## config.mk

```make
export PLATFORM = sky130hd
export DESIGN_NAME = seq_det_ctrl
export DESIGN_NICKNAME = d
export VERILOG_FILES = /design/src/rtl/seq_det_pkg.sv /design/src/rtl/seq_det_core.sv /design/src/rtl/seq_det_ctrl.sv
export SDC_FILE = /design/constraint.sdc
export NUM_CORES = 1
export LEC_CHECK = 0
export ABC_AREA = 1
export CORE_ASPECT_RATIO = 0.75
export CORE_MARGIN = 4
export CORE_UTILIZATION = 57
export DETAILED_ROUTE_END_ITERATION = 10
export HOLD_SLACK_MARGIN = 0.1
export PLACE_DENSITY = 0.95
export SYNTH_ARGS = -nofsm -noshare
export SYNTH_HDL_FRONTEND = slang
export SYNTH_SLANG_ARGS = --single-unit
export TNS_END_PERCENT = 1
```

## constraint.sdc

```tcl
create_clock -name clk -period 3.5 [get_ports clk]
set_input_delay 0.525 -clock clk [delete_from_list [all_inputs] [get_ports clk]]
set_output_delay 0.525 -clock clk [all_outputs]
set_load 0.03 [all_outputs]
```

## src/rtl/seq_det_pkg.sv

```systemverilog
// Shared types and helpers for the run-time configurable serial pattern detector.
package seq_det_pkg;

  typedef enum logic [1:0] {
    StIdle,
    StArmed,
    StRun,
    StDone
  } state_e;

  // Width needed to hold a pattern length of 0..pat_w.
  function automatic int unsigned len_width(input int unsigned pat_w);
    return $clog2(pat_w + 1);
  endfunction

endpackage

```

## src/rtl/seq_det_core.sv

```systemverilog
// History shift register, fill counter and masked pattern compare.
module seq_det_core
  import seq_det_pkg::*;
#(
  parameter int unsigned PatW = 8
) (
  input  logic                       clk_i,
  input  logic                       rst_ni,
  input  logic                       shift_en_i,
  input  logic                       din_i,
  input  logic                       clr_i,
  input  logic                       fill_clr_i,
  input  logic [len_width(PatW)-1:0] len_i,
  input  logic [PatW-1:0]            pattern_i,
  output logic                       match_o
);

  localparam int unsigned LenW = len_width(PatW);

  logic [PatW-1:0] hist_q, hist_d, hist_nxt, mask;
  logic [LenW-1:0] fill_q, fill_d, fill_nxt;

  assign hist_nxt = (hist_q << 1) | PatW'(din_i);
  assign fill_nxt = (fill_q == LenW'(PatW)) ? fill_q : fill_q + LenW'(1);
  assign mask     = ~({PatW{1'b1}} << len_i);

  // Compare against the history as it will be after this bit, so det can be registered.
  assign match_o = shift_en_i && (fill_nxt >= len_i) && (((hist_nxt ^ pattern_i) & mask) == '0);

  always_comb begin
    hist_d = hist_q;
    fill_d = fill_q;
    if (clr_i) begin
      hist_d = '0;
      fill_d = '0;
    end else if (shift_en_i) begin
      hist_d = hist_nxt;
      fill_d = fill_clr_i ? '0 : fill_nxt;
    end
  end

  always_ff @(posedge clk_i or negedge rst_ni) begin
    if (!rst_ni) begin
      hist_q <= '0;
      fill_q <= '0;
    end else begin
      hist_q <= hist_d;
      fill_q <= fill_d;
    end
  end

endmodule

```

## src/rtl/seq_det_ctrl.sv

```systemverilog
// Serial pattern detector controller: config handshake, FSM, match counter.
// Optional idle-bit timeout built when SEQ_DET_CTRL_TIMEOUT_EN is defined.
module seq_det_ctrl
  import seq_det_pkg::*;
#(
  parameter int unsigned PAT_W       = 8,
  parameter int unsigned CNT_W       = 8,
  parameter int unsigned TIMEOUT_CYC = 256
) (
  input  logic                        clk,
  input  logic                        rst_n,
  input  logic                        cfg_valid,
  output logic                        cfg_ready,
  input  logic [PAT_W-1:0]            cfg_pattern,
  input  logic [len_width(PAT_W)-1:0] cfg_len,
  input  logic                        cfg_overlap,
  input  logic [CNT_W-1:0]            cfg_threshold,
  output logic                        cfg_err,
  input  logic                        start,
  input  logic                        stop,
  input  logic                        din_valid,
  input  logic                        din,
  output logic                        det,
  output logic [CNT_W-1:0]            match_count,
  output logic                        busy,
  output logic                        done,
  output logic                        timeout
);

  localparam int unsigned LenW = len_width(PAT_W);

  typedef struct packed {
    logic [PAT_W-1:0] pattern;
    logic [LenW-1:0]  len;
    logic             overlap;
    logic [CNT_W-1:0] threshold;
  } cfg_t;

  state_e           state_q, state_d;
  cfg_t             cfg_q, cfg_d;
  logic [CNT_W-1:0] count_q, count_d, count_inc;
  logic             det_q, det_d, cfg_err_q, cfg_err_d;
  logic             cfg_fire, cfg_ok, shift_en, core_clr, fill_clr, match, to_hit;

  assign cfg_ready = (state_q != StRun);
  assign cfg_fire  = cfg_valid & cfg_ready;
  assign cfg_ok    = cfg_fire & (cfg_len != '0);
  assign shift_en  = (state_q == StRun) & din_valid;
  assign count_inc = (&count_q) ? count_q : count_q + CNT_W'(1);

  seq_det_core #(
    .PatW (PAT_W)
  ) u_core (
    .clk_i      (clk),
    .rst_ni     (rst_n),
    .shift_en_i (shift_en),
    .din_i      (din),
    .clr_i      (core_clr),
    .fill_clr_i (fill_clr),
    .len_i      (cfg_q.len),
    .pattern_i  (cfg_q.pattern),
    .match_o    (match)
  );

  always_comb begin
    state_d   = state_q;
    cfg_d     = cfg_q;
    count_d   = count_q;
    det_d     = 1'b0;
    cfg_err_d = cfg_fire & (cfg_len == '0);
    core_clr  = 1'b0;
    fill_clr  = 1'b0;
    if (cfg_ok) begin
      // A config accepted this cycle wins over start.
      cfg_d.pattern   = cfg_pattern;
      cfg_d.len       = (cfg_len > LenW'(PAT_W)) ? LenW'(PAT_W) : cfg_len;
      cfg_d.overlap   = cfg_overlap;
      cfg_d.threshold = cfg_threshold;
      state_d         = StArmed;
    end else begin
      unique case (state_q)
        StArmed, StDone: begin
          if (start) begin
            count_d  = '0;
            core_clr = 1'b1;
            state_d  = StRun;
          end
        end
        StRun: begin
          if (match) begin
            det_d    = 1'b1;
            count_d  = count_inc;
            fill_clr = ~cfg_q.overlap;
          end
          if (match && (cfg_q.threshold != '0) && (count_inc >= cfg_q.threshold)) begin
            state_d = StDone;
          end else if (to_hit) begin
            state_d = StDone;
          end else if (stop) begin
            state_d = StArmed;
          end
        end
        default: ;
      endcase
    end
  end

  always_ff @(posedge clk or negedge rst_n) begin
    if (!rst_n) begin
      state_q   <= StIdle;
      cfg_q     <= '0;
      count_q   <= '0;
      det_q     <= 1'b0;
      cfg_err_q <= 1'b0;
    end else begin
      state_q   <= state_d;
      cfg_q     <= cfg_d;
      count_q   <= count_d;
      det_q     <= det_d;
      cfg_err_q <= cfg_err_d;
    end
  end

`ifdef SEQ_DET_CTRL_TIMEOUT_EN
  localparam int unsigned ToW = $clog2(TIMEOUT_CYC + 1);

  logic [ToW-1:0] to_cnt_q, to_cnt_d, to_cnt_inc;
  logic           timeout_q;

  assign to_cnt_inc = to_cnt_q + ToW'(1);
  // A match on the limit bit wins over the timeout.
  assign to_hit     = shift_en & ~match & (to_cnt_inc == ToW'(TIMEOUT_CYC));

  always_comb begin
    to_cnt_d = to_cnt_q;
    if (core_clr || match || to_hit) begin
      to_cnt_d = '0;
    end else if (shift_en) begin
      to_cnt_d = to_cnt_inc;
    end
  end

  always_ff @(posedge clk or negedge rst_n) begin
    if (!rst_n) begin
      to_cnt_q  <= '0;
      timeout_q <= 1'b0;
    end else begin
      to_cnt_q  <= to_cnt_d;
      timeout_q <= to_hit;
    end
  end

  assign timeout = timeout_q;
`else
  assign to_hit  = 1'b0;
  assign timeout = 1'b0;
`endif

  assign det         = det_q;
  assign cfg_err     = cfg_err_q;
  assign match_count = count_q;
  assign busy        = (state_q == StRun);
  assign done        = (state_q == StDone);

endmodule

```

**Word-level counts from Yosys, hierarchy flattened**

Cells that the tools add are included.

- Register bits after elaboration: 44
- Output and inout bits: 14
- Input bits: 28

- Shift operators: 1
- Mux-type cells: 25
- Order comparisons: 3
- Reduce and logical (&&, ||, !) cells: 15
- Add/sub/neg operators: 2
- Equality and inequality tests: 9
- Bitwise logic cells: 10

Operators by type and width:

| cell | count |
|---|---|
| $mux 8 | 3 |
| $mux 4 | 5 |
| $pmux 8 s2 | 1 |
| $mux 7 | 2 |
| $mux 1 | 9 |
| $add 8x1->8 const B | 1 |
| $and 8x8->8 | 1 |
| $ge 8x8->1 | 1 |
| $logic_not 8->1 | 1 |
| $mux 2 | 4 |
| $not 8->8 | 1 |
| $or 8x1->8 | 1 |
| $reduce_and 8->1 | 1 |
| $reduce_bool 8->1 | 1 |
| $shl 8x4->8 const A | 1 |
| $xor 8x8->8 | 1 |
| $add 4x1->4 const B | 1 |
| $and 1x1->1 | 4 |
| $eq 2x2->1 const B | 2 |
| $eq 4x4->1 const B | 1 |
| $ge 4x4->1 | 1 |
| $gt 4x4->1 const B | 1 |
| $logic_and 1x1->1 | 4 |
| $logic_not 4->1 | 1 |
| other kinds (13) | 16 |

**Logic depth before layout (Yosys ltp)**

- Word-level depth: 11
- Mapped depth: 18
- Gate-level depth less buffers: 18

**Cells and area by module**

A second synthesis with hierarchy kept.

- Cells, all modules: 348
- Area, all modules: 2,627.5 um^2

Modules (own cells, without submodules):

| module | sequential area each (um^2) | times used | area each (um^2) | cells an instance |
|---|---|---|---|---|
| seq_det_ctrl | 825.8 | 1 | 1,793.0 | 222 |
| seq_det_core | 275.3 | 1 | 834.6 | 126 |

**Least setup slack after synthesis**

OpenSTA, ideal clock, no wires.

- Path kind: reg-to-reg
- Start point: register count_q[0], in the netlist match_count[0]
- End point: register state_q[1]
- Slack: 0.905 ns
- Buffers on the path: 0
- Arrival: 2.478 ns
- Cell stages (with the launch flop): 18
- Clock period less this slack: 2.595 ns
- Library setup time: 0.117 ns
- Path through: dfrtp_1 ha_1 nand3_1 nor2_2 inv_1 nand4_1 xor2_1 inv_1 ha_1 nand2_1 nor2_1 nand4_1 nand3_1 nand4_1 nand3_1 nand2_1 nand2_1 nand2_1

- Word-level cells in the longest chain between the ends: 7

RTL lines:

| what | line | RTL |
|---|---|---|
| start, declared | seq_det_ctrl.sv:41 | `logic [CNT_W-1:0] count_q, count_d, count_inc;` |
| start signal, assigned | seq_det_ctrl.sv:118 | `count_q <= count_d;` |
| $add 8x1->8 or $reduce_and 8->1 (tied branches) | seq_det_ctrl.sv:49 | `assign count_inc = (&count_q) ? count_q : count_q + CNT_W'(1);` |
| $mux 8 * | seq_det_ctrl.sv:49 |  |
| $ge 8x8->1 * | seq_det_ctrl.sv:95 | `if (match && (cfg_q.threshold != '0) && (count_inc >= cfg_q.threshold)) begin` |
| $logic_and 1x1->1 * | seq_det_ctrl.sv:95 |  |
| $mux 2 | seq_det_ctrl.sv:95 |  |
| $pmux 2 s2 | seq_det_ctrl.sv:81 | `unique case (state_q)` |
| $mux 2 | seq_det_ctrl.sv:73 | `if (cfg_ok) begin` |
| end signal, assigned | seq_det_ctrl.sv:110 | `state_q <= StIdle;` |
| end signal, assigned | seq_det_ctrl.sv:116 | `state_q <= state_d;` |
| end, declared | seq_det_ctrl.sv:39 | `state_e state_q, state_d;` |

Mark *: on every way between the ends. The rest lies on a longest branch, timed or not.
A chain may end at the register's enable or synchronous reset.

**Worst setup path after layout**

- Start point: register count_q[0], in the netlist match_count[0]
- End point: register state_q[0]

Same word-level chain as after synthesis.

==> results by group <==
Clocking
  – CTS tree: built
  – # clock sinks: 44
  – CTS buffer count: 5
  – Setup Fix Bufs, Post-CTS: 0
  – Post_cts resized: 0
  – Reg clk slew, reported paths: approximately 0.08 ns
  – Hold buffers post-CTS: 0
  – Clock latency at the later pin of the worst-skew pair: about 0.30 ns
  – H-tree levels: 2
  – Clock buffer depth: 2
  – Clk root buf: clkbuf_8

Cells and area
  – ANT cells: 0
  – Final nets: about 410
  – Area delta synth->final: 21.1%
  – Core Util, Final: ~74%
  – Layout cells sized above 1: around 6.5%

Die
  – Die Span X: around 85 um
  – Die Span Y: roughly 66 um
  – Initial Util: approximately three fifths
  – Row count: 20
  – Die area: between 5000 and 6000 um2
  – Core area: 4180 um2
  – I/O Pins: 42

Drt
  – First drt pass iteration count: 5
  – DRC violations left: 0
  – Avg WL per Cell: 13.9 um
  – Vias: 2308
  – Via/cell ratio: between 5 and 6
  – Post-route ant nets: 0
  – Initial DRC Count: about 280
  – Final wirelength: between 5000 and 6000 um

Timing
  – Worst Skew: about 0.0037 ns
  – Final setup slack of the worst path: around 0.7 ns
  – Max Slew Vio Count: 0
  – Measured slew at the worst slew-check pin: 0.954 ns
  – Minimum clock period: 2.82 ns
  – Final Hold Vio Count: 0
  – Slew headroom: ~36%
  – Hold_ws: 0.375 ns
  – RSZ-0062 raised after global routing: no
  – Final period util: 80.5%
  – Final setup TNS: 0 ns
  – Peak Freq: ~350 MHz
  – Setup violations, final: 0

Synth
  – Post-synthesis register bit count: 44
  – Mapped Cells: 327
  – Syn nets: 370
  – Mapped cell area: roughly 2500 um2
  – Seq/Total Area, Yosys: roughly 43%
  – Synth warn: 0
  – Synth cell types: 29
  – Synthesized area per cell: between 7 and 8 um2

Placement
  – GPL Wtd Cong: approximately 0.97
  – Detail Placement HPWL: roughly 4500 um
  – Pre-CTS setup slack: 0.785 ns
  – I/O Buffers: 40

Setup path
  – Crit end category: register
  – R2R setup slack: around 0.7 ns
  – Worst endpoint required time: 3.70 ns
  – Worst-path maximum fanout: 5
  – CP startpoint kind: register
  – WP data arrival: 3.01 ns
  – CP Class: reg -> reg

Pwr
  – Lkg Pwr: 1.58 nW
  – Pwr/cell area: between 600 and 700 nW/um2
  – Max VDD drop: between 0.3 and 0.4 mV
  – Total design power: between 1.5 and 2 mW

Global routing
  – GRT overflow: 0
  – Pin count of the biggest net entering global routing: 45
  – Vias in the first global route: 2186
  – Initial antenna violation count: 0
  – GRT Total Usage: approximately a quarter
  – First-pass GRT wire length: 10300 um

Job
  – MaxCap Viol Count: 0

Min path
  – Class of the worst hold path: in -> async

Outcome
  – Status: finished, final reports clean
-- kinds of logic (layout without fill, tap and decap cells) --
| group | count (synthesis) | after routing | synth area share, % |
|---|---|---|---|
| AND/OR/NAND/NOR | 150 | 150 | 26.6 |
| buffers and inverters | 62 | 106 | 9.39 |
| AO/OA/AOI/OAI | 47 | 47 | 10.5 |
| flip-flops | 44 | 44 | 43.2 |
| adder cells (fa/ha/maj) | 15 | 15 | 7.37 |
| XOR/XNOR | 8 | 8 | 2.75 |
| other | 1 | 1 | 0.147 |
-- critical path, stage by stage, from the launching register on --
cell	delay, ns
dfrtp_1	0.42
ha_1	0.22
nand3_1	0.14
nor2_2	0.24
inv_1	0.14
nand4_1	0.11
xor2_1	0.21
inv_1	0.07
ha_1	0.30
nand2_1	0.06
nor2_1	0.13
nand4_1	0.10
nand3_1	0.10
nand4_1	0.13
nand3_1	0.13
nand2_1	0.10
nand2_1	0.07
nand2_1	0.05
-- per-layer routing --
layer / share of wire, % / global-route usage (%)
met5: 0 / 0
met4: 2.2 / 9.09
met3: 7.5 / 4.48
met2: 45 / 35.4
met1: 46 / 33.0
-- cells in the final DEF (no fill, tap or decap) --
cell	n
a21oi_1	6
nand2_1	100
clkbuf_8	6
nor2_2	2
o21ai_2	1
a21o_1	1
buf_4	1
nand2_4	2
conb_1	1
clkdlybuf4s50_1	39
buf_2	1
o21ai_1	1
o21ai_0	26
inv_1	52
nor2_1	12
clkinv_1	2
inv_2	3
nor2_8	1
xor2_1	8
ha_1	15
nand4_1	4
nor4_1	3
o22ai_1	11
nor3_1	3
nand3_2	3
clkbuf_1	2
a21oi_4	1
dfrtp_1	44
nand3_1	17
nor2_4	2
nand2_2	1
-- report_power, final --
group / switching [mW] / internal [mW] / leakage, nW
Combinational: 0.557 / 0.305 / 0.962
Clock: 0.168 / 0.161 / 0.0455
Sequential: 0.104 / 0.634 / 0.574
-- cells in the mapped netlist, drive strengths merged --
master	count	area (um2)
nor3	3	15.0
inv	55	206
ha	15	188
conb	1	3.75
xor2	8	70.1
nand2	103	404
o21ai	28	144
clkbuf	2	7.51
a21o	1	7.51
nor2	17	100
clkinv	2	7.51
a21oi	7	46.3
buf	3	17.5
nor4	3	18.8
o22ai	11	68.8
nand3	20	115
nand4	4	25.0
dfrtp	44	1100
-- state kept, by name (all words and copies together) (netlist names) --
name,cells
u_core.fill_q,4
u_core.hist_q,7
cfg_err,1
match_count,8
det,1
state_q,2
cfg_q,21
-- cell type report --
cell class / instances / area [um2]
Clock buffer: 8 / 90.1
Fill cell: 277 / 1100
Inverter: 57 / 214
Multi-Input combinational cell: 221 / 1210
Sequential cell: 44 / 1100
Tap cell: 55 / 68.8
Timing Repair Buffer: 41 / 403
-- through the flow --
stage / instance area (um2) / instances
CTS: 3080 / 426
global placement: 2990 / 418
global route: 3080 / 426
floorplan: 2550 / 327
detailed placement: 2990 / 418
finish: 3080 / 426
-- path summary, 6_finish.rpt --
| path | from | to | depth (start not counted) |
|---|---|---|---|
| worst max register to register | match_count[0] | state_q[0] | 17 |
| worst min-delay path | rst_n | cfg_q[15] | 1 |
| worst min register to register | cfg_q[13] | cfg_q[13] | 2 |
| worst max-delay path | match_count[0] | state_q[0] | 17 |
| min in group clk | cfg_q[13] | cfg_q[13] | 2 |
| max in group asynchronous | rst_n | u_core.fill_q[2] | 1 |
Note: power is estimated with default switching activity, not from simulation.
